### src/rtl/comparator_pkg.sv
// rtl/comparator_pkg.sv - shared FSM state and result types for the chunked comparator
package comparator_pkg;

  typedef enum logic [1:0] {
    ST_IDLE    = 2'd0,
    ST_COMPARE = 2'd1,
    ST_DONE    = 2'd2
  } cmp_state_t;

  typedef struct packed {
    logic eq;
    logic gt;
    logic lt;
  } cmp_result_t;

  localparam cmp_result_t RESULT_NONE = '0;

endpackage

### src/rtl/comparator_chunk.sv
// rtl/comparator_chunk.sv - combinational unsigned compare of one CHUNK-bit slice
module comparator_chunk #(
  parameter int CHUNK = 4
) (
  input  logic [CHUNK-1:0] a,
  input  logic [CHUNK-1:0] b,
  output logic             eq,
  output logic             gt,
  output logic             lt
);

  assign eq = (a == b);
  assign gt = (a > b);
  assign lt = (a < b);

endmodule

### src/rtl/comparator_nbit_seq.sv
// rtl/comparator_nbit_seq.sv - multi-cycle MSB-first chunked magnitude comparator with early exit
module comparator_nbit_seq
  import comparator_pkg::*;
#(
  parameter int WIDTH = 16,
  parameter int CHUNK = 4
) (
  input  logic                            clk,
  input  logic                            rst_n,
  input  logic                            start,
  input  logic                            signed_mode,
  input  logic [WIDTH-1:0]                a,
  input  logic [WIDTH-1:0]                b,
  output logic                            busy,
  output logic                            done,
  output logic                            a_equals_b,
  output logic                            a_greater_b,
  output logic                            a_less_b,
  output logic [$clog2(WIDTH/CHUNK):0]    chunks_used
);

  localparam int NCHUNK = WIDTH / CHUNK;
  localparam int CNT_W  = $clog2(NCHUNK) + 1;
  localparam int IDX_W  = (NCHUNK > 1) ? $clog2(NCHUNK) : 1;

  if ((WIDTH % CHUNK) != 0 || WIDTH < 2 || WIDTH > 64) begin : g_bad_params
    $error("comparator_nbit_seq: WIDTH must be 2..64 and a multiple of CHUNK");
  end

  cmp_state_t        state;
  cmp_state_t        state_nxt;
  logic [WIDTH-1:0]  a_q;
  logic [WIDTH-1:0]  b_q;
  logic [IDX_W-1:0]  idx;
  logic [CHUNK-1:0]  a_slice;
  logic [CHUNK-1:0]  b_slice;
  logic              slice_eq;
  logic              slice_gt;
  logic              slice_lt;
  logic              decide;
  logic [WIDTH-1:0]  msb_mask;
  cmp_result_t       res_q;
  logic [CNT_W-1:0]  chunks_q;

  // Flipping the sign bit maps two's-complement order onto unsigned order.
  assign msb_mask = {signed_mode, {(WIDTH-1){1'b0}}};

  assign a_slice = a_q[idx*CHUNK +: CHUNK];
  assign b_slice = b_q[idx*CHUNK +: CHUNK];

  comparator_chunk #(
    .CHUNK (CHUNK)
  ) u_chunk (
    .a  (a_slice),
    .b  (b_slice),
    .eq (slice_eq),
    .gt (slice_gt),
    .lt (slice_lt)
  );

  assign decide = (state == ST_COMPARE) && (!slice_eq || (idx == '0));

  always_ff @(posedge clk or negedge rst_n) begin
    if (!rst_n) begin
      state <= ST_IDLE;
    end else begin
      state <= state_nxt;
    end
  end

  always_comb begin
    state_nxt = state;
    unique case (state)
      ST_IDLE:    if (start)  state_nxt = ST_COMPARE;
      ST_COMPARE: if (decide) state_nxt = ST_DONE;
      ST_DONE:                state_nxt = ST_IDLE;
      default:                state_nxt = ST_IDLE;
    endcase
  end

  always_comb begin
    busy = 1'b0;
    done = 1'b0;
    unique case (state)
      ST_COMPARE: busy = 1'b1;
      ST_DONE:    done = 1'b1;
      default: ;
    endcase
  end

  always_ff @(posedge clk or negedge rst_n) begin
    if (!rst_n) begin
      a_q      <= '0;
      b_q      <= '0;
      idx      <= '0;
      res_q    <= RESULT_NONE;
      chunks_q <= '0;
    end else begin
      if (state == ST_IDLE && start) begin
        a_q <= a ^ msb_mask;
        b_q <= b ^ msb_mask;
        idx <= IDX_W'(NCHUNK - 1);
      end else if (state == ST_COMPARE) begin
        if (decide) begin
          res_q.eq <= slice_eq;
          res_q.gt <= slice_gt;
          res_q.lt <= slice_lt;
          chunks_q <= CNT_W'(NCHUNK) - CNT_W'(idx);
        end else begin
          idx <= idx - 1'b1;
        end
      end
    end
  end

  assign a_equals_b  = res_q.eq;
  assign a_greater_b = res_q.gt;
  assign a_less_b    = res_q.lt;
  assign chunks_used = chunks_q;

endmodule

### config.mk
export PLATFORM = sky130hd
export DESIGN_NAME = comparator_nbit_seq
export DESIGN_NICKNAME = d
export VERILOG_FILES = /design/src/rtl/comparator_pkg.sv /design/src/rtl/comparator_chunk.sv /design/src/rtl/comparator_nbit_seq.sv
export SDC_FILE = /design/constraint.sdc
export NUM_CORES = 1
export LEC_CHECK = 0
export ABC_AREA = 0
export BUFFER_PORTS_ARGS = -buffer_cell sky130_fd_sc_hd__buf_2
export CORE_MARGIN = 2
export CORE_UTILIZATION = 48
export DETAILED_ROUTE_END_ITERATION = 10
export PLACE_DENSITY_LB_ADDON = 0.1
export SYNTH_ARGS = -nofsm -noshare
export SYNTH_HDL_FRONTEND = slang
export SYNTH_HIERARCHICAL = 1
export SYNTH_SLANG_ARGS = --single-unit
### constraint.sdc
create_clock -name clk -period 2.2 [get_ports clk]
set_clock_uncertainty 0.15 [all_clocks]
set_input_delay 0.11 -clock clk [delete_from_list [all_inputs] [get_ports clk]]
set_output_delay 0.11 -clock clk [all_outputs]
set_load 0.02 [all_outputs]
Word-level counts from Yosys, hierarchy flattened
Index checks and enable logic that the tools add are counted.
{ "classes": {"bitwise_logic": 3, "n_shift": 2, "eq_ne": 6, "n_mux": 8, "n_reduce_logical": 10, "n_addsub": 2, "order_cmp": 2} }
{ "ops": {"columns": ["op", "n"], "rows": [
  ["$shiftx A16 B5 Y4", 2],
  ["$xor A16 B16 Y16", 2],
  ["$mux W2", 5],
  ["$eq A4 B4 Y1", 1],
  ["$gt A4 B4 Y1", 1],
  ["$logic_not A2 Y1", 2],
  ["$lt A4 B4 Y1", 1],
  ["$ne A2 B2 Y1 const B", 2],
  ["$pmux W2 S2", 1],
  ["$reduce_and A2 Y1", 2],
  ["$reduce_and A3 Y1", 1],
  ["$sub A3 B2 Y3 const A", 1],
  ["$eq A2 B1 Y1 const B", 1],
  ["$eq A2 B2 Y1 const B", 1],
  ["$logic_and A1 B1 Y1", 2],
  ["$mux W1", 2],
  ["$ne A2 B1 Y1 const B", 1],
  ["$reduce_bool A2 Y1", 1],
  ["$sub A2 B1 Y2 const B", 1],
  ["$logic_not A1 Y1", 1],
  ["$logic_or A1 B1 Y1", 1],
  ["$not A1 Y1", 1]
]} }
{ "word_totals": {"output_inout_bits": 8, "ff_bits": 42, "input_bits": 36, "elab_cells": 41} }

Depth between registers and ports, before layout
{ "depth": {"word_depth": 8, "ltp_mapped": 9, "ltp_nobuf": 8} }

Cells and area by module
The synthesis kept the hierarchy.
{ "modules_own_cells": {"columns": ["module", "instances", "cells_each", "area_per_inst_um2", "seq_area_each_um2"], "rows": [
  ["comparator_nbit_seq", 1, 117, 1816.7, 1051.0],
  ["comparator_chunk", 1, 16, 128.9, 0.0]
]} }

Worst setup path after synthesis
Ideal clock, no wire load.
{ "synth_timing": {"path_type": "reg2reg", "from": "reg idx[0]", "to": "reg idx[0]", "arrival_time_ns": 2.139, "required_ns": 1.930, "n_path_buf": 1, "period_less_slack_ns": 2.409, "setup_ns": 0.120, "path_stages_with_launch": 9, "path_slack_ns": -0.209, "path_cell_list": "dfrtp_1 > buf_2 > mux4_2 > ha_1 > nand2_1 > nor2_1 > nand4bb_1 > xnor2_1 > nand2_1"} }
{ "synth_between": {"elab_chain_cells": 7, "elab_cells_between_ends": 13, "cone_classes": "add/sub (1); eq/ne (2); shift (2); mux (3); reduce/logical (5)"} }
{ "synth_lines": {"columns": ["element", "line_no", "source"], "rows": [
  ["from (decl)", "comparator_nbit_seq.sv:34", "logic [IDX_W-1:0] idx;"],
  ["from (signal assigned)", "comparator_nbit_seq.sv:102", "idx <= IDX_W'(NCHUNK - 1);"],
  ["from (signal assigned)", "comparator_nbit_seq.sv:110", "idx <= idx - 1'b1;"],
  ["$shiftx A16 B5 Y4", "comparator_nbit_seq.sv:48", "assign a_slice = a_q[idx*CHUNK +: CHUNK];"],
  ["named net a_slice[3]", "comparator_nbit_seq.sv:35", "logic [CHUNK-1:0] a_slice;"],
  ["$eq A4 B4 Y1", "comparator_chunk.sv:12", "assign eq = (a == b);"],
  ["named net slice_eq", "comparator_nbit_seq.sv:37", "logic slice_eq;"],
  ["$logic_not A1 Y1", "comparator_nbit_seq.sv:61", "assign decide = (state == ST_COMPARE) && (!slice_eq || (idx == '0));"],
  ["$logic_or A1 B1 Y1", "comparator_nbit_seq.sv:61", null],
  ["$logic_and A1 B1 Y1", "comparator_nbit_seq.sv:61", null],
  ["$ne A2 B1 Y1 (no line)", null, null],
  ["$reduce_and A2 Y1 (no line)", null, null]
]} }
The timed path passes the listed nets, and every way through them passes these cells. The select of a mux whose other input is x is not followed.
A chain may end at the register's enable or synchronous reset.

Worst setup path in the final report
{ "layout_timing": {"from": "reg idx[0]", "to": "reg chunks_q[1] (netlist: chunks_used[1])"} }
{ "layout_between": {"elab_chain_cells": 6, "elab_cells_between_ends": 9, "cone_classes": "add/sub (1); eq/ne (1); shift (2); reduce/logical (5)"} }
{ "layout_lines": {"columns": ["element", "line_no", "source"], "rows": [
  ["$shiftx A16 B5 Y4", "comparator_nbit_seq.sv:48", null],
  ["named net a_slice[1]", "comparator_nbit_seq.sv:35", null],
  ["$eq A4 B4 Y1", "comparator_chunk.sv:12", null],
  ["named net slice_eq", "comparator_nbit_seq.sv:37", null],
  ["$logic_not A1 Y1", "comparator_nbit_seq.sv:61", null],
  ["$logic_or A1 B1 Y1", "comparator_nbit_seq.sv:61", null],
  ["$logic_and A1 B1 Y1", "comparator_nbit_seq.sv:61", null],
  ["$reduce_and A3 Y1 (no line)", null, null],
  ["to (signal assigned)", "comparator_nbit_seq.sv:108", "chunks_q <= CNT_W'(NCHUNK) - CNT_W'(idx);"],
  ["to (decl)", "comparator_nbit_seq.sv:43", "logic [CNT_W-1:0] chunks_q;"]
]} }
The timed path passes the listed nets, and every way through them passes these cells.

==> results_tabular.tex <==
\begin{tabular}{lr}
\hline
Metric & Value \\
\hline
\multicolumn{2}{l}{\textbf{Run status}} \\
Outcome & complete, but fails checks \\
Violations in the final reports & setup timing \\
\multicolumn{2}{l}{\textbf{Yosys}} \\
Number of nets produced by synthesis & 174 \\
Synth Warn \# & 6 \\
Count of different cell masters after synthesis & 23 \\
Gate count after technology mapping & around 130 \\
Post-synthesis cell type with the largest combined area & dfrtp\_1 \\
Portion of synthesized cell area occupied by the leading cell type & 54.02\% \\
Average cell area after synthesis & 14.63 µm² \\
Synth top area cells & dfrtp\_1 (54\%), mux2\_2 (19\%), mux4\_2 (9.3\%), ha\_1 (3.2\%), inv\_1 (1.5\%) \\
Mapped cell area & 1946 µm² \\
Share of the yosys chip area belonging to registers & 54.02\% \\
\#FFs+latches synth & 42 \\
\multicolumn{2}{l}{\textbf{Worst setup path}} \\
Cell-by-cell trace of the critical path & buf\_12 > mux4\_2 > ha\_4 > nand2\_4 > nor2\_4 > a21oi\_4 > mux2\_4 \\
Critical setup path kind & reg2reg \\
Combined buffer and inverter count along the critical path & 1 \\
Worst Path Required & 2230 ps \\
Worst endpoint data arrival time & around 2400 ps \\
Longest individual stage delay on the worst path & 540 ps \\
Worst Setup Start Kind & flop \\
Critical-path maximum fanout & 7 \\
Setup crit end kind & flop \\
Cell with the biggest individual delay on the critical path & mux4\_2 \\
Top delay family on crit path & multiplexers \\
\multicolumn{2}{l}{\textbf{Global route}} \\
Overall overflow remaining after global route & 0 \\
Maximum number of pins on one net before global-route repair & 43 \\
Global-route total usage across every layer & a little over 20\% \\
Vias in the first global route & between 1k and 1.5k \\
Wire length of the first global-routing pass & 6.561 mm \\
Antenna violations before repair & 0 \\
\multicolumn{2}{l}{\textbf{Clock network}} \\
CTS tree & done \\
CTS clock-pin slew for the worst setup and hold paths & 70 ps \\
Clock buffer count from CTS & 5 \\
Post-CTS setup buffer count & 0 \\
H-tree depth & 2 \\
Root Driver & clkbuf\_8 \\
Clock latency at the later pin of the worst-skew pair & 290 ps \\
CTS sink cnt & 42 \\
Clock tree buffer depth & 2 \\
\multicolumn{2}{l}{\textbf{Timing}} \\
Max-slew violation total from the final report & 0 \\
Slew @ Worst Pin & 934.3 ps \\
Hold Worst Slack & roughly 13 ps \\
Setup violations, final & 6 \\
Max Clock Freq & 0.4302 GHz \\
Setup slack of the critical path after layout & -124.7 ps \\
Setup repair after global routing missed its margin & true \\
Sum Neg Setup Slack & -595.8 ps \\
Share of the clock period used by the worst path after layout & 105.7\% \\
Hold Violations, Final & 0 \\
Fin crit period & 2325 ps \\
Tightest slew margin relative to the limit & a little under two fifths \\
\multicolumn{2}{l}{\textbf{Route}} \\
Routed met3 length & approximately 160 µm \\
DRC errors left & 0 \\
Final WL & 3.827 mm \\
Highest signal layer in the routed design & met4 \\
Overall via count from detail\_route & 1323 \\
Length of routed wiring on met1 & between 1.5 and 2 mm \\
Sum of met2 wire segment lengths after detailed routing & 2.016 mm \\
Violation count after the first detailed-route iteration & 51 \\
Per-cell via count in the routed design & between 4 and 5 \\
Count of antenna-violating nets left after detailed routing & 0 \\
Drt first pass iters & 3 \\
Per-cell routed wire length & 14.33 µm \\
\multicolumn{2}{l}{\textbf{Power}} \\
Maximum VDD drop & around 0.73 mV \\
Tot Pwr & 4.091 mW \\
Internal & 2.700 mW \\
Net switching power figure & 1.391 mW \\
Static leakage & around 1.3 nW \\
Part of the power in combinational logic & between 50\% and 60\% \\
Sequential share of power & 33.6\% \\
Switching part of the total power & 34.01\% \\
Power per unit of standard cell area & approximately 1500 nW/µm² \\
Clock share of power & 11.7\% \\
\multicolumn{2}{l}{\textbf{Layout}} \\
Fillers & 273 \\
Post-layout util & 71.25\% \\
Share of layout cells above drive strength 1 & 50.69\% \\
Number of nets in the layout & 259 \\
Total inserted antenna cells & 0 \\
P\&R area growth vs syn & 44.37\% \\
Most frequent cells in the layout & buf\_2 (43), dfrtp\_1 (42), dlygate4sd3\_1 (35) \\
Leading cell type in the layout, fill and taps excluded & buf\_2 \\
\multicolumn{2}{l}{\textbf{Die}} \\
Row count & 23 \\
Die Outline Area & 4579 µm² \\
Count of boundary I/O pins & 44 \\
Height of the die & roughly 68 µm \\
Die width & about 68 µm \\
Initial core utilization & approximately half \\
Total core area & 3943 µm² \\
\multicolumn{2}{l}{\textbf{Place}} \\
Post-detailed-placement half-perimeter wirelength & 2.613 mm \\
Routability congestion estimate from global placement & 0.8143 \\
Number of port buffers & 43 \\
\multicolumn{2}{l}{\textbf{Hold path}} \\
Path category of the worst min-delay check & in2reg \\
\multicolumn{2}{l}{\textbf{Job}} \\
Max cap viols & 0 \\
\hline
\end{tabular}
## flip-flops by register name (all words and copies together) (netlist names)
register,flops
a_q,16
b_q,16
chunks_used,3
idx,2
state,2
a_equals_b,1
a_greater_b,1
a_less_b,1
## timing repair
item | CTS | global route
resized for setup | 3 | 2
hold endpoints to repair | 77 | 0
pin swaps | 4 | 0
hold buffers | 35 | 0
endpoints found under the setup margin | 6 | 6
## cell type report
class / count / area (µm²) / share of cell area (%)
Clock buffer: 6 / 82.58 / 2.940
Inverter: 8 / 30.03 / 1.069
Multi-Input combinational cell: 78 / 954.7 / 33.99
Sequential cell: 42 / 1051 / 37.42
Tap cell: 50 / 62.56 / 2.227
Timing Repair Buffer: 83 / 628.1 / 22.36
## through the flow
stage	cells	area, µm²	worst slack [ps]
finish	267	2809	-124.7
global route	267	2809	-197.3
CTS	267	2799	-133.4
detailed placement	226	2332	-159.3
global placement	226	2332	-91.83
floorplan	133	2029	1.021
## worst reg2reg max path, stage by stage, from the launching register on
cell     delay [ps]
dfrtp_1         400
buf_12          140
mux4_2          540
ha_4            310
nand2_4          50
nor2_4          190
a21oi_4         120
mux2_4          310
## kinds of logic after synthesis
group | after synthesis | synth area share (%)
muxes | 42 | 28.94
DFF | 42 | 54.02
and+or+nand+nor | 18 | 5.531
buffers and inverters | 13 | 3.151
AOI/OAI and AO/OA | 10 | 3.795
adders and majority gates | 5 | 3.215
xor gates and xnor gates | 3 | 1.351
## metal layers
layer / vias up / global-route usage (%)
li1: 643 / -
met1: 641 / 23.84
met2: 32 / 34.31
met3: 7 / 5.000
met4: 0 / 9.184
met5: - / 0
## cells in the mapped netlist, drive strengths merged
cell and instances:
a21oi 6, and2 1, buf 4, clkbuf 1, dfrtp 42, ha 5
inv 8, mux2 34, mux4 8, nand2 6, nand2b 1, nand4bb 1
nor2 6, nor2b 2, nor3b 1, o211ai 1, o21ai 2, o21bai 1
xnor2 3
## power by group through the flow
stage          combinational, mW  clock, mW  sequential, mW
2_1_floorplan               1.67          0            1.32
3_3_place_gp                1.99          0            1.38
3_5_place_dp                2.06          0            1.40
4_1_cts                     2.24      0.495            1.39
5_1_grt                     2.44      0.525            1.43
6_report                    2.24      0.477            1.37
## worst paths after layout
check	start	endpoint	slack, ps	depth (start not counted)
worst max-delay path	idx[0]$_DFFE_PN0P_	chunks_used[1]$_DFFE_PN0P_	-120	7
worst min-delay path	signed_mode	a_q[15]$_DFFE_PN0P_	10	3
worst max register to register	idx[0]$_DFFE_PN0P_	chunks_used[1]$_DFFE_PN0P_	-120	7
worst min register to register	a_q[9]$_DFFE_PN0P_	a_q[9]$_DFFE_PN0P_	360	1
max in group asynchronous	rst_n	a_q[2]$_DFFE_PN0P_	960	2
min in group asynchronous	rst_n	state[1]$_DFFE_PN0P_	360	2
Note: power is estimated with default switching activity, not from simulation.
